$ cat src/rtl/sme_rng_sched_if.sv
// ----------------------------------------------------------------------------
// sme_rng_sched_if
//   Connects the SME RNG scheduler to its masking consumers.
//   master : the scheduler. It drives gnt, rng_update, rng_fresh and
//            grant_count, and it samples req.
//   slave  : the requester side. It drives req and observes everything else.
// Signals
//   req          NREQ  level requests, held by each requester until granted
//   gnt          NREQ  one-hot grant, asserted for a single cycle
//   rng_update   1     RNG update / clock request strobe
//   rng_fresh    1     RNG outputs are fresh and unconsumed
//   grant_count  16    wrapping count of grants issued
// ----------------------------------------------------------------------------
interface sme_rng_sched_if #(
   parameter int NREQ = 4
);
   logic [NREQ-1:0] req;
   logic [NREQ-1:0] gnt;
   logic            rng_update;
   logic            rng_fresh;
   logic [15:0]     grant_count;

   modport master (
      input  req,
      output gnt,
      output rng_update,
      output rng_fresh,
      output grant_count
   );

   modport slave (
      output req,
      input  gnt,
      input  rng_update,
      input  rng_fresh,
      input  grant_count
   );
endinterface

$ cat src/rtl/sme_rng_sched.sv
// ----------------------------------------------------------------------------
// sme_rng_sched
//   Shares one set of RNG guard-share outputs among NREQ masking consumers.
//   Each grant sees randomness that no other requester has seen. After every
//   grant, and after RESEED_PERIOD idle READY cycles, the RNG is clocked for
//   WARMUP cycles before it can issue another grant.
// Ports
//   g_clk     clock
//   g_reset   asynchronous active-high reset; the FSM returns to INIT
//   trng_rdy  TRNG ready gate. This port exists only when the macro
//             SME_RNG_SCHED_TRNG_GATE_EN is defined.
//   bus       sme_rng_sched_if.master (req, gnt, rng_update, rng_fresh,
//             grant_count)
// Configuration
//   SME_RNG_SCHED_TRNG_GATE_EN : when defined, WARM leaves for READY only
//   while trng_rdy is high. When undefined, WARM exit depends only on the
//   warm-up counter.
// ----------------------------------------------------------------------------
module sme_rng_sched #(
   parameter int NREQ          = 4,
   parameter int WARMUP        = 2,
   parameter int RESEED_PERIOD = 16
) (
   input  logic                  g_clk,
   input  logic                  g_reset,
`ifdef SME_RNG_SCHED_TRNG_GATE_EN
   input  logic                  trng_rdy,
`endif
   sme_rng_sched_if.master       bus
);

   localparam int PTR_W  = (NREQ > 1) ? $clog2(NREQ) : 1;
   localparam int CNT_W  = $clog2(WARMUP + 1);
   localparam int IDLE_W = (RESEED_PERIOD > 1) ? $clog2(RESEED_PERIOD) : 1;

   localparam logic [PTR_W-1:0]  PTR_LAST  = PTR_W'(NREQ - 1);
   localparam logic [CNT_W-1:0]  CNT_INIT  = CNT_W'(WARMUP);
   localparam logic [CNT_W-1:0]  CNT_ONE   = CNT_W'(1);
   localparam logic [IDLE_W-1:0] IDLE_LAST = IDLE_W'((RESEED_PERIOD > 0) ? RESEED_PERIOD - 1 : 0);

   typedef enum logic [1:0] {
      S_INIT  = 2'd0,
      S_WARM  = 2'd1,
      S_READY = 2'd2
   } state_t;

   state_t             state_q;
   logic [CNT_W-1:0]   cnt_q;
   logic [PTR_W-1:0]   ptr_q;
   logic [IDLE_W-1:0]  idle_q;
   logic [15:0]        grant_count_q;
   logic               rng_update_q;
   logic               rng_fresh_q;

   logic               trng_ok;
   logic [PTR_W-1:0]   win;
   logic               win_vld;
   logic [PTR_W-1:0]   ptr_next;
   logic [NREQ-1:0]    gnt_vec;

`ifdef SME_RNG_SCHED_TRNG_GATE_EN
   assign trng_ok = trng_rdy;
`else
   assign trng_ok = 1'b1;
`endif

   // Round-robin search. The winner is the first requester at or after
   // ptr_q, wrapping around. Requesters that are not asking are skipped.
   always_comb begin
      int idx;
      win     = '0;
      win_vld = 1'b0;
      idx     = 0;
      for (int i = 0; i < NREQ; i++) begin
         idx = int'(ptr_q) + i;
         if (idx >= NREQ) idx = idx - NREQ;
         if (!win_vld && bus.req[idx]) begin
            win_vld = 1'b1;
            win     = PTR_W'(idx);
         end
      end
   end

   assign ptr_next = (win == PTR_LAST) ? '0 : win + 1'b1;

   // The grant is Mealy on req. The consumer uses the RNG outputs in the
   // same cycle it sees gnt, so the grant cannot wait for a register.
   always_comb begin
      gnt_vec = '0;
      if (state_q == S_READY && win_vld) gnt_vec[win] = 1'b1;
   end

   always_ff @(posedge g_clk or posedge g_reset) begin
      if (g_reset) begin
         state_q       <= S_INIT;
         cnt_q         <= '0;
         ptr_q         <= '0;
         idle_q        <= '0;
         grant_count_q <= '0;
         rng_update_q  <= 1'b0;
         rng_fresh_q   <= 1'b0;
      end else begin
         case (state_q)
            S_INIT: begin
               state_q      <= S_WARM;
               cnt_q        <= CNT_INIT;
               rng_update_q <= 1'b1;
               rng_fresh_q  <= 1'b0;
            end
            S_WARM: begin
               // The counter holds at 1 until the TRNG gate opens, and the
               // RNG keeps being clocked while it waits.
               if (cnt_q == CNT_ONE) begin
                  if (trng_ok) begin
                     state_q      <= S_READY;
                     rng_update_q <= 1'b0;
                     rng_fresh_q  <= 1'b1;
                  end
               end else begin
                  cnt_q <= cnt_q - 1'b1;
               end
            end
            S_READY: begin
               // A grant takes priority over reseed expiry in the same cycle.
               if (win_vld) begin
                  ptr_q         <= ptr_next;
                  grant_count_q <= grant_count_q + 16'd1;
                  idle_q        <= '0;
                  state_q       <= S_WARM;
                  cnt_q         <= CNT_INIT;
                  rng_update_q  <= 1'b1;
                  rng_fresh_q   <= 1'b0;
               end else if (RESEED_PERIOD != 0 && idle_q == IDLE_LAST) begin
                  idle_q       <= '0;
                  state_q      <= S_WARM;
                  cnt_q        <= CNT_INIT;
                  rng_update_q <= 1'b1;
                  rng_fresh_q  <= 1'b0;
               end else begin
                  idle_q <= idle_q + 1'b1;
               end
            end
            default: begin
               state_q      <= S_INIT;
               rng_update_q <= 1'b0;
               rng_fresh_q  <= 1'b0;
            end
         endcase
      end
   end

   assign bus.gnt         = gnt_vec;
   assign bus.rng_update  = rng_update_q;
   assign bus.rng_fresh   = rng_fresh_q;
   assign bus.grant_count = grant_count_q;

endmodule

$ cat src/flat_wrapper.sv
// flat-port wrapper written by rule: the top's interface ports become plain ports
module sme_rng_sched_flat 
#(
   parameter int NREQ          = 4,
   parameter int WARMUP        = 2,
   parameter int RESEED_PERIOD = 16
)
  (g_clk, g_reset, bus_req, bus_gnt, bus_rng_update, bus_rng_fresh, bus_grant_count);
  sme_rng_sched_if #(.NREQ(NREQ)) bus_i ();
  input  logic g_clk;
  input  logic g_reset;
  input wire logic [$bits(bus_i.req)-1:0] bus_req;
  output wire logic [$bits(bus_i.gnt)-1:0] bus_gnt;
  output wire logic [$bits(bus_i.rng_update)-1:0] bus_rng_update;
  output wire logic [$bits(bus_i.rng_fresh)-1:0] bus_rng_fresh;
  output wire logic [$bits(bus_i.grant_count)-1:0] bus_grant_count;
  assign bus_i.req = bus_req;
  assign bus_gnt = bus_i.gnt;
  assign bus_rng_update = bus_i.rng_update;
  assign bus_rng_fresh = bus_i.rng_fresh;
  assign bus_grant_count = bus_i.grant_count;
  sme_rng_sched #(.NREQ(NREQ), .WARMUP(WARMUP), .RESEED_PERIOD(RESEED_PERIOD)) u_core (.g_clk(g_clk), .g_reset(g_reset), .bus(bus_i));
endmodule
$ cat config.mk
export PLATFORM = sky130hd
export DESIGN_NAME = sme_rng_sched_flat
export DESIGN_NICKNAME = d
export VERILOG_FILES = /design/src/rtl/sme_rng_sched_if.sv /design/src/rtl/sme_rng_sched.sv /design/src/flat_wrapper.sv
export SDC_FILE = /design/constraint.sdc
export NUM_CORES = 1
export LEC_CHECK = 0
export BUFFER_PORTS_ARGS = -buffer_cell sky130_fd_sc_hd__buf_2
export CAP_MARGIN = 10
export CORE_ASPECT_RATIO = 1.75
export CORE_MARGIN = 5
export CORE_UTILIZATION = 25
export CTS_BUF_LIST = sky130_fd_sc_hd__clkbuf_2 sky130_fd_sc_hd__clkbuf_4 sky130_fd_sc_hd__clkbuf_8
export DETAILED_ROUTE_END_ITERATION = 12
export PLACE_DENSITY = 0.46
export SLEW_MARGIN = 10
export SYNTH_ARGS = -nofsm -noshare
export SYNTH_HDL_FRONTEND = slang
export SYNTH_SLANG_ARGS = --single-unit
$ cat constraint.sdc
create_clock -name g_clk -period 2.92 [get_ports g_clk]
set_clock_uncertainty 0.1 [all_clocks]
set_input_delay 0.292 -clock g_clk [delete_from_list [all_inputs] [get_ports g_clk]]
set_output_delay 0.292 -clock g_clk [all_outputs]
set_load 0.01 [all_outputs]
==> results.json <==
{
  "status": "finished clean",
  "pwr-share-comb": 0.302,
  "drive_above_1_share": 0.237,
  "cp_cell_sequence": "mux2i_1 > nor2_1 > nor3_1 > inv_1 > ha_1 > and2_1 > buf_2",
  "cts_tree": "done",
  "use_met3": 0.0122,
  "nFillCells": 587,
  "yosys-top-cells-count": "27 x dfrtp_1, 13 x nand2_1, 11 x nand3_1, 11 x xnor2_1",
  "timing.critical_path.buf_inv": 2,
  "placementRows": 36,
  "syn2layout_area_growth_pct": 18.4,
  "p_int_w": 0.000711,
  "synth_warnings": 0,
  "dp_hpwl_microns": 2180,
  "core-area_sq_um": 5630,
  "dieArea_sq_um": 7490,
  "ys_seq_area_frac": 0.466,
  "start_util": 0.258,
  "crit_type": "reg -> out",
  "rsz0062_at_grt": "false",
  "grt_pass1_wl_microns": 4950,
  "synth_area_sq_um": 1450,
  "route.detailed.drc": 0,
  "arrival_ns": 2.02,
  "crit_path_max_fanout": 6,
  "place_area_sq_um": 1660,
  "crit_required_ns": 2.53,
  "hold_path_end": "u_core.bus.grant_count[15]",
  "syn-num-nets": 152,
  "synth_edf_count": 0,
  "globalRoute.totalOverflow": 0,
  "setup-tns-final_ns": 0,
  "clkPwrFrac": 0.195,
  "htree_levels": 1,
  "cpMaxStageDelayCell": "dfrtp_1",
  "yosysTopAreaCell": "dfrtp_1",
  "cts_setup_buffers": 0,
  "max_slew_margin": 0.671,
  "ys_types": 32,
  "synth_ff_type": "dfrtp_1",
  "layout_min_cycle_time_ns": 2.41,
  "grt_pass1_vias": 1102,
  "p_leak_nw": 0.799,
  "synth_area_leaders": "dfrtp_1 47%, xnor2_1 6.6%, ha_1 6.0%",
  "seqPwrFrac": 0.503,
  "min_path_type": "reg -> reg",
  "period_share": 0.826,
  "grtUsageMet2": 0.147,
  "async_reset_ff_frac": 1.00,
  "rr_worst_depth": 5,
  "hold_start": "u_core.bus.grant_count[15]",
  "design.portCount": 28,
  "hold_violations": 0,
  "numCtsBuffers": 3,
  "swShare": 0.360,
  "antenna_found_initial": 0,
  "fmax_mhz": 415,
  "grt-busiest-layer": "met2",
  "post_drt_wl_per_cell_microns": 11.9,
  "drt-vias-per-instance": 4.35,
  "startpoint_type": "register",
  "grtUsageTotal": 0.0845,
  "drtPass1Iterations": 4,
  "vias": 1066,
  "stdcell_area_sq_um": 1720,
  "drv_cap": 0,
  "cp_num_cells": 7,
  "gr-usage-met1": 0.0950,
  "drv_slew": 0,
  "switching_power_w": 0.000399,
  "final_nets": 183,
  "fp.dieH_microns": 111,
  "ff2ff_setup_slack_ns": 1.00,
  "die_x_microns": 67.6,
  "synth_top_area_share": 0.466,
  "synth-seq-cells": 27,
  "whs_path_depth": 1,
  "worst_pin_slew_ns": 0.489,
  "cp-end-kind": "output port",
  "setup_viol_count_final": 0,
  "timing.rr.start": "u_core.ptr_q[1]",
  "routabilityCongestion": 0.759,
  "syn_avg_cell_area_sq_um": 10.4,
  "vdd_drop_max_mv": 0.219,
  "io_buffers": 27,
  "path_clk_slew_ns": 0.10,
  "clock_sink_count": 27,
  "critPathMaxStageDelay_ns": 0.45,
  "ant_nets": 0,
  "diodes": 0,
  "cp_top_family": "simple AND/OR/NAND/NOR gates",
  "wirelength_microns": 2920,
  "yosysMostFrequentCell": "dfrtp_1",
  "power.density_nw_per_um2": 646,
  "syn_inst": 139,
  "timing.rr.end": "u_core.ptr_q[1]",
  "clk_path_buf_depth": 2,
  "drt_iter0_markers": 43,
  "clk_latency_ns": 0.27,
  "root_buffer": "clkbuf_8",
  "grt_max_degree": 28
}
## what timing repair did
action	CTS	global route
hold buffers	1	0
endpoints found under the setup margin	0	0
resized for setup	0	0
endpoints found under the hold margin	27	0
## worst max-delay path by stage
stage / slack [ns] / from / endpoint
after floorplan: 1.10 / u_core.ptr_q[1] / bus_gnt[0]
after global placement: 0.85 / u_core.ptr_q[1] / bus_gnt[2]
after detailed placement: 0.80 / u_core.ptr_q[1] / bus_gnt[2]
after CTS: 0.46 / u_core.ptr_q[1] / bus_gnt[2]
after global routing: 0.26 / u_core.ptr_q[1] / bus_gnt[2]
final: 0.51 / u_core.ptr_q[1] / bus_gnt[2]
## metal layers
| layer | part of all wire | routed length, microns |
|---|---|---|
| met5 | 0 | 0 |
| met3 | 0.046 | 135 |
| met1 | 0.42 | 1220 |
| met2 | 0.52 | 1520 |
| met4 | 0.014 | 40 |
## kinds of logic (layout without fill, tap and decap cells)
group | Yosys count | count (layout) | synth area share
DFF | 27 | 27 | 0.466
AOI/OAI and AO/OA | 17 | 17 | 0.0733
and+or+nand+nor | 57 | 57 | 0.233
muxes | 3 | 3 | 0.0224
buffers and inverters | 12 | 42 | 0.0491
xor gates and xnor gates | 16 | 16 | 0.0965
adders and majority gates | 7 | 7 | 0.0603
## layout make-up
type	count	area, sq um	share of cell area
tap	76	95.1	0.0554
clock inverter	1	7.51	0.00437
clock buffer	3	41.3	0.0240
inverter	7	26.3	0.0153
timing repair buffer	31	168	0.0976
sequential	27	676	0.393
multi-input combinational	100	704	0.410
## registers in the layout (all words and copies together), names as in the netlist
name,flops
u_core.bus.grant_count,16
u_core.bus.rng_update,1
u_core.cnt_q,2
u_core.idle_q,4
u_core.ptr_q,2
u_core.state_q,2
## placed cells by master (no fill, tap or decap), drive strengths merged, types with 6 or more instances in the layout
cell type / count
buf: 30
dfrtp: 27
nand2: 13
nand3: 11
xnor2: 11
inv: 7
ha: 7
nor2: 6
a21oi: 6
## power groups by stage
stage	sequential, W	clock [W]	combinational (W)
2_1_floorplan	0.000555	0	0.000249
3_3_place_gp	0.000566	0	0.000337
3_5_place_dp	0.000565	0	0.000345
4_1_cts	0.000560	0.000230	0.000345
5_1_grt	0.000576	0.000242	0.000391
6_report	0.000559	0.000216	0.000335
## metrics by stage
stage	total power, W	utilization	hold slack [ns]	setup slack (ns)	std cells
CTS	0.00114	0.305	0.402	0.457	245
global route	0.00121	0.305	0.417	0.263	245
global placement	0.000903	0.295	0.279	0.852	240
finish	0.00111	0.305	0.391	0.509	245
floorplan	0.000804	-	0.245	1.10	139
detailed placement	0.000910	0.295	0.282	0.797	240
(Power assumes the default switching activity.)
